--- src/rtl/softmax_argmax.sv ---
// Top-1 classifier behind the softmax unit: sequential argmax scan
// with top-1/top-2 margin, low-confidence flag and valid/ready result.
module softmax_argmax #(
  parameter int                NUM_CLASSES = 10,
  parameter int                DATA_W      = 16,
  parameter int                IDX_W       = 4,
  parameter logic [DATA_W-1:0] CONF_THRESH = 16'h4000
) (
  input  logic                          clk,
  input  logic                          rst,
  input  logic [NUM_CLASSES*DATA_W-1:0] prob_in,
  input  logic                          in_valid,
  output logic                          busy,
  output logic                          out_valid,
  input  logic                          out_ready,
  output logic [IDX_W-1:0]              class_idx,
  output logic [DATA_W-1:0]             max_prob,
  output logic [DATA_W-1:0]             margin,
  output logic                          low_conf,
  output logic [7:0]                    drop_count
);

  typedef enum logic [1:0] {
    S_IDLE,
    S_SCAN,
    S_OUT
  } state_e;

  localparam logic [IDX_W-1:0] LAST = IDX_W'(NUM_CLASSES - 1);

  state_e state_q, state_d;

  logic [NUM_CLASSES*DATA_W-1:0] vec_q;
  logic [DATA_W-1:0]             best_q, second_q;
  logic [IDX_W-1:0]              bidx_q, cnt_q;

  logic [IDX_W-1:0]  class_q;
  logic [DATA_W-1:0] max_q, margin_q;
  logic              low_q, valid_q;
  logic [7:0]        drop_q;

  logic [DATA_W-1:0] lane;
  logic [DATA_W-1:0] best_d, second_d;
  logic [IDX_W-1:0]  bidx_d;
  logic              last;

  // Vector shifts down one lane per scan cycle, so lane 0 is current
  assign lane = vec_q[DATA_W-1:0];
  assign last = (cnt_q == LAST);

  always_comb begin
    best_d   = best_q;
    second_d = second_q;
    bidx_d   = bidx_q;
    if (lane > best_q) begin
      best_d   = lane;
      second_d = best_q;
      bidx_d   = cnt_q;
    end else if (lane > second_q) begin
      second_d = lane;
    end
  end

  always_ff @(posedge clk) begin
    if (rst) state_q <= S_IDLE;
    else     state_q <= state_d;
  end

  always_comb begin
    state_d = state_q;
    unique case (state_q)
      S_IDLE: if (in_valid) state_d = S_SCAN;
      S_SCAN: if (last) state_d = S_OUT;
      S_OUT:  if (out_ready) state_d = S_IDLE;
      default: state_d = S_IDLE;
    endcase
  end

  always_ff @(posedge clk) begin
    if (rst) begin
      vec_q    <= '0;
      best_q   <= '0;
      second_q <= '0;
      bidx_q   <= '0;
      cnt_q    <= '0;
      class_q  <= '0;
      max_q    <= '0;
      margin_q <= '0;
      low_q    <= 1'b0;
      valid_q  <= 1'b0;
      drop_q   <= '0;
    end else begin
      if (in_valid && state_q != S_IDLE && drop_q != 8'hFF)
        drop_q <= drop_q + 8'd1;
      unique case (state_q)
        S_IDLE: begin
          if (in_valid) begin
            vec_q    <= prob_in;
            best_q   <= '0;
            second_q <= '0;
            bidx_q   <= '0;
            cnt_q    <= '0;
          end
        end
        S_SCAN: begin
          vec_q    <= vec_q >> DATA_W;
          best_q   <= best_d;
          second_q <= second_d;
          bidx_q   <= bidx_d;
          cnt_q    <= cnt_q + 1'b1;
          if (last) begin
            class_q  <= bidx_d;
            max_q    <= best_d;
            margin_q <= best_d - second_d;
            low_q    <= (best_d < CONF_THRESH);
            valid_q  <= 1'b1;
          end
        end
        S_OUT: begin
          if (out_ready) valid_q <= 1'b0;
        end
        default: ;
      endcase
    end
  end

  assign busy       = (state_q != S_IDLE);
  assign out_valid  = valid_q;
  assign class_idx  = class_q;
  assign max_prob   = max_q;
  assign margin     = margin_q;
  assign low_conf   = low_q;
  assign drop_count = drop_q;

endmodule
--- config.mk ---
export PLATFORM = sky130hd
export DESIGN_NAME = softmax_argmax
export DESIGN_NICKNAME = d
export VERILOG_FILES = /design/src/rtl/softmax_argmax.sv
export SDC_FILE = /design/constraint.sdc
export NUM_CORES = 1
export LEC_CHECK = 0
export BUFFER_PORTS_ARGS = -buffer_cell sky130_fd_sc_hd__buf_2
export CAP_MARGIN = 10
export CORE_MARGIN = 2
export CORE_UTILIZATION = 52
export DETAILED_ROUTE_END_ITERATION = 12
export GPL_TIMING_DRIVEN = 0
export PLACE_DENSITY = 0.75
export REMOVE_ABC_BUFFERS = 1
export SETUP_SLACK_MARGIN = 0.1
export SYNTH_ARGS = -nofsm -noshare
export SYNTH_HDL_FRONTEND = slang
export SYNTH_SLANG_ARGS = --single-unit
--- constraint.sdc ---
create_clock -name clk -period 5.55 [get_ports clk]
set_input_delay 0.555 -clock clk [delete_from_list [all_inputs] [get_ports clk]]
set_output_delay 0.555 -clock clk [all_outputs]
set_load 0.005 [all_outputs]
==> results.md <==
* Startpoint types: flip-flop
* # IOs at 211
* Via Count at 12600
* Hold_buf cts at 0
* TritonCTS clock tree: done
* Clk root buf: clkbuf_16
* Outcome: completed
* Sequential power share at 0.370
* Post-layout util at 0.626
* Slowest CP cell: dfxtp_2
* Cell taking the most area after synthesis: dfxtp_1
* Slew Limit Headroom at 0.188
* Library cells used by synthesis at 65
* Clock insertion delay at the later pin of the skew report at 0.55 ns
* Period utilization at 0.919
* Main synth FF type: dfxtp_1
* Crit path DAT at 5.56 ns
* RSZ-0062 raised after global routing: no
* Post-route design area at 15700 um^2
* Worst-Margin Slew at 1.22 ns
* DRT antenna net count at 0
* Worst min-delay path class: primary input to flip-flop
* Most frequent cell on the critical path: inv_1
* Total power at 0.00541 W
* Die W at 163 um
* First-pass GRT wire length at 55600 um
* Worst vdd ir at 0.000226 V
* Syn_area_per_cell at 7.22 um^2
* Vias per cell at 5.47
* Synth async-reset ratio at 0
* Vias in the first global route at 11500
* Top delay family on crit path: compound AO/OA/AOI/OAI gates
* Top-area cell type share of the netlist area at 0.376
* GPL Wtd Cong at 0.898
* Layout cell share with drive strength beyond 1 at 0.165
* Crit path cell chain: inv_1, ha_1, nand2_1, or2_4, nor4_4, a2111o_2, and2_4, buf_12, mux2i_4, ha_1, inv_1, fa_1, a21oi_1, nor2_1, nor2_1, inv_1, a21oi_2, a21oi_1, a221oi_4, o31ai_4, a31oi_4, xnor2_1, a211oi_2
* Met3 Track Usage GR at 0.0741
* Die ar. at 26700 um^2
* Routed WL per cell at 14.8 um
* Comb pwr share at 0.251
* Met1 usage at 0.313
* Final hold vios at 0
* FF+latch count, synth at 248
* Layout area overhead at 18.7%
* Final nets at 2159
* Synth Warn # at 0
* Critical path peak fanout at 25
* Placed Cells at 2243
* Cell Count, Final, Fillers Out at 2309
* DR iter-0 viols at 952
* Die Y-Extent at 163 um
* Drt drc at 0
* PD cells at 345 nW/um^2
* Cell Int Power at 0.00376 W
* Most frequent cells in the layout: nor2_1 (521), dfxtp_1 (240), buf_2 (208)
* Clk_skew at 0.00915 ns
* Pre-antenna DRT Iters at 5
* Commonest non-fill, non-tap cell in the layout: nor2_1
* Synth area leaders: dfxtp_1 (38%), nor2_1 (15%), a21oi_1 (7.4%), nor2b_1 (5.6%), nor3_1 (4.4%)
* Overall global routing resource usage at 0.249
* Critical path type: flip-flop to flip-flop
* Post-synth EDFFs at 0
* Largest net degree at the start of global routing at 147
* Slew Viols, Final at 0
* Number of buffers added on ports at 210
* GRT Max-Usage Layer: met2
* # H-tree levels at 1
* Sequential share of the synthesized area at 0.376
* Num CTS Buffers at 28
* Max incr delay on CP at 0.42 ns
* Clock Tree Buf Depth at 3
* FP Rows at 58
* CP required at 6.01 ns
* Worst setup EP type: flip-flop
* Leakage dissipation at 6.74 nW
* Minimum clock period at 5.10 ns
* Fmax achieved at 0.196 GHz
* Crit path buffers/inverters at 4
* Post-DP Area at 14500 um^2
* Sw frac at 0.305
* Hold slack at 0.235 ns
* Core area at 25000 um^2
* Starting density of the core at 0.527
* GR Overflow Total at 0
* Setup violations, final at 0
* Clock transition at path regs at 0.06 ns
* Synthesized area at 13200 um^2
* Drt total wl at 34100 um
* P_sw at 0.00165 W
* Met2 GRT Util at 0.413
* Clock sink count at 248
* Initial antenna violation count at 10
* Max Cap Viol at 0
* Clock power frac at 0.379
* Mapped Cells at 1830
* DP HPWL at 22000 um
[cells by family after synthesis]
family                   synth area share
adder cells (fa/ha/maj)            0.0430
AO/OA/AOI/OAI                       0.177
AND/OR/NAND/NOR                     0.310
buffers and inverters              0.0561
XOR/XNOR                           0.0204
flip-flops                          0.376
multiplexers                       0.0171
[timing repair]
item / in CTS / in global routing
gates resized for setup: 5 / 9
pin swaps: 1 / 5
cloned: 2 / 0
setup buffers: 0 / 6
endpoints found under the setup margin: 7 / 9
[routing by layer]
| layer | vias up | part of all wire |
|---|---|---|
| met5 | - | 0.0012 |
| met4 | 8 | 0.027 |
| met3 | 80 | 0.082 |
| met2 | 366 | 0.47 |
| met1 | 5767 | 0.42 |
| li1 | 6415 | - |
[final timing paths]
path	depth (start not counted)	to	startpoint	slack, ns
max reg2reg	23	margin[10]	best_q[11]	0.45
max	23	margin[10]	best_q[11]	0.45
min	3	vec_q[155]	prob_in[155]	0.24
min reg2reg	2	margin[4]	margin[4]	0.45
[synthesized netlist by cell type, drive strengths merged (2+ instances only)]
| cell type | instances |
|---|---|
| a2bb2oi | 2 |
| or3 | 4 |
| nand3 | 11 |
| a31oi | 4 |
| inv | 52 |
| nand2b | 4 |
| mux2i | 20 |
| ha | 43 |
| o21ai | 18 |
| a311oi | 41 |
| nor3 | 115 |
| nand2 | 134 |
| a22oi | 38 |
| a211oi | 25 |
| a221oi | 4 |
| dfxtp | 248 |
| xnor2 | 19 |
| xor2 | 4 |
| and2 | 3 |
| o2111ai | 3 |
| a2111o | 2 |
| nor2 | 524 |
| nor2b | 118 |
| a21oi | 194 |
| o22ai | 2 |
| nand3b | 3 |
| nor3b | 3 |
| a21o | 5 |
| or2 | 3 |
| buf | 19 |
| nand4 | 10 |
| o211ai | 15 |
| nor4 | 2 |
| o21a | 2 |
| clkbuf | 123 |
[flip-flops by register name (all words and copies together), names as in the netlist, 8 cells and up]
register    flops
second_q       16
drop_count      8
vec_q         160
margin         16
best_q         16
max_prob       16
[worst register-to-register path, stage by stage (launching register included)]
cell and delay [ns]:
dfxtp_2 0.42, inv_1 0.12, ha_1 0.32, nand2_1 0.08, or2_4 0.26, nor4_4 0.32, a2111o_2 0.25, and2_4 0.17
buf_12 0.16, mux2i_4 0.28, ha_1 0.22, inv_1 0.06, fa_1 0.40, a21oi_1 0.15, nor2_1 0.05, nor2_1 0.15
inv_1 0.09, a21oi_2 0.20, a21oi_1 0.13, a221oi_4 0.41, o31ai_4 0.14, a31oi_4 0.28, xnor2_1 0.13, a211oi_2 0.22
[area by class of cell]
type	instances	area, um^2
fill	2290	9360
multi-input combinational	1389	7570
sequential	248	4980
timing repair buffer	232	1460
clock buffer	38	788
tap	330	413
clock inverter	14	254
inverter	52	195
antenna	6	15.0
[per-stage QoR]
| stage | setup WS, ns | TNS [ns] |
|---|---|---|
| 2_1_floorplan | -6.22 | -697.54 |
| 3_3_place_gp | -12.81 | -1722.85 |
| 3_5_place_dp | -0.0483 | -0.0596 |
| 4_1_cts | 0.151 | 0 |
| 5_1_grt | 0.132 | 0 |
| 6_report | 0.450 | 0 |
[power groups by stage]
| stage | sequential (W) | clock (W) | combinational (W) |
|---|---|---|---|
| 4_1_cts | 0.00200 | 0.00208 | 0.00132 |
| 2_1_floorplan | 0.00203 | 0 | 0.000936 |
| 3_3_place_gp | 0.00206 | 0 | 0.00126 |
| 3_5_place_dp | 0.00204 | 0 | 0.00127 |
| 5_1_grt | 0.00202 | 0.00216 | 0.00150 |
| 6_report | 0.00200 | 0.00205 | 0.00136 |
Note: power is estimated with default switching activity, not from simulation.
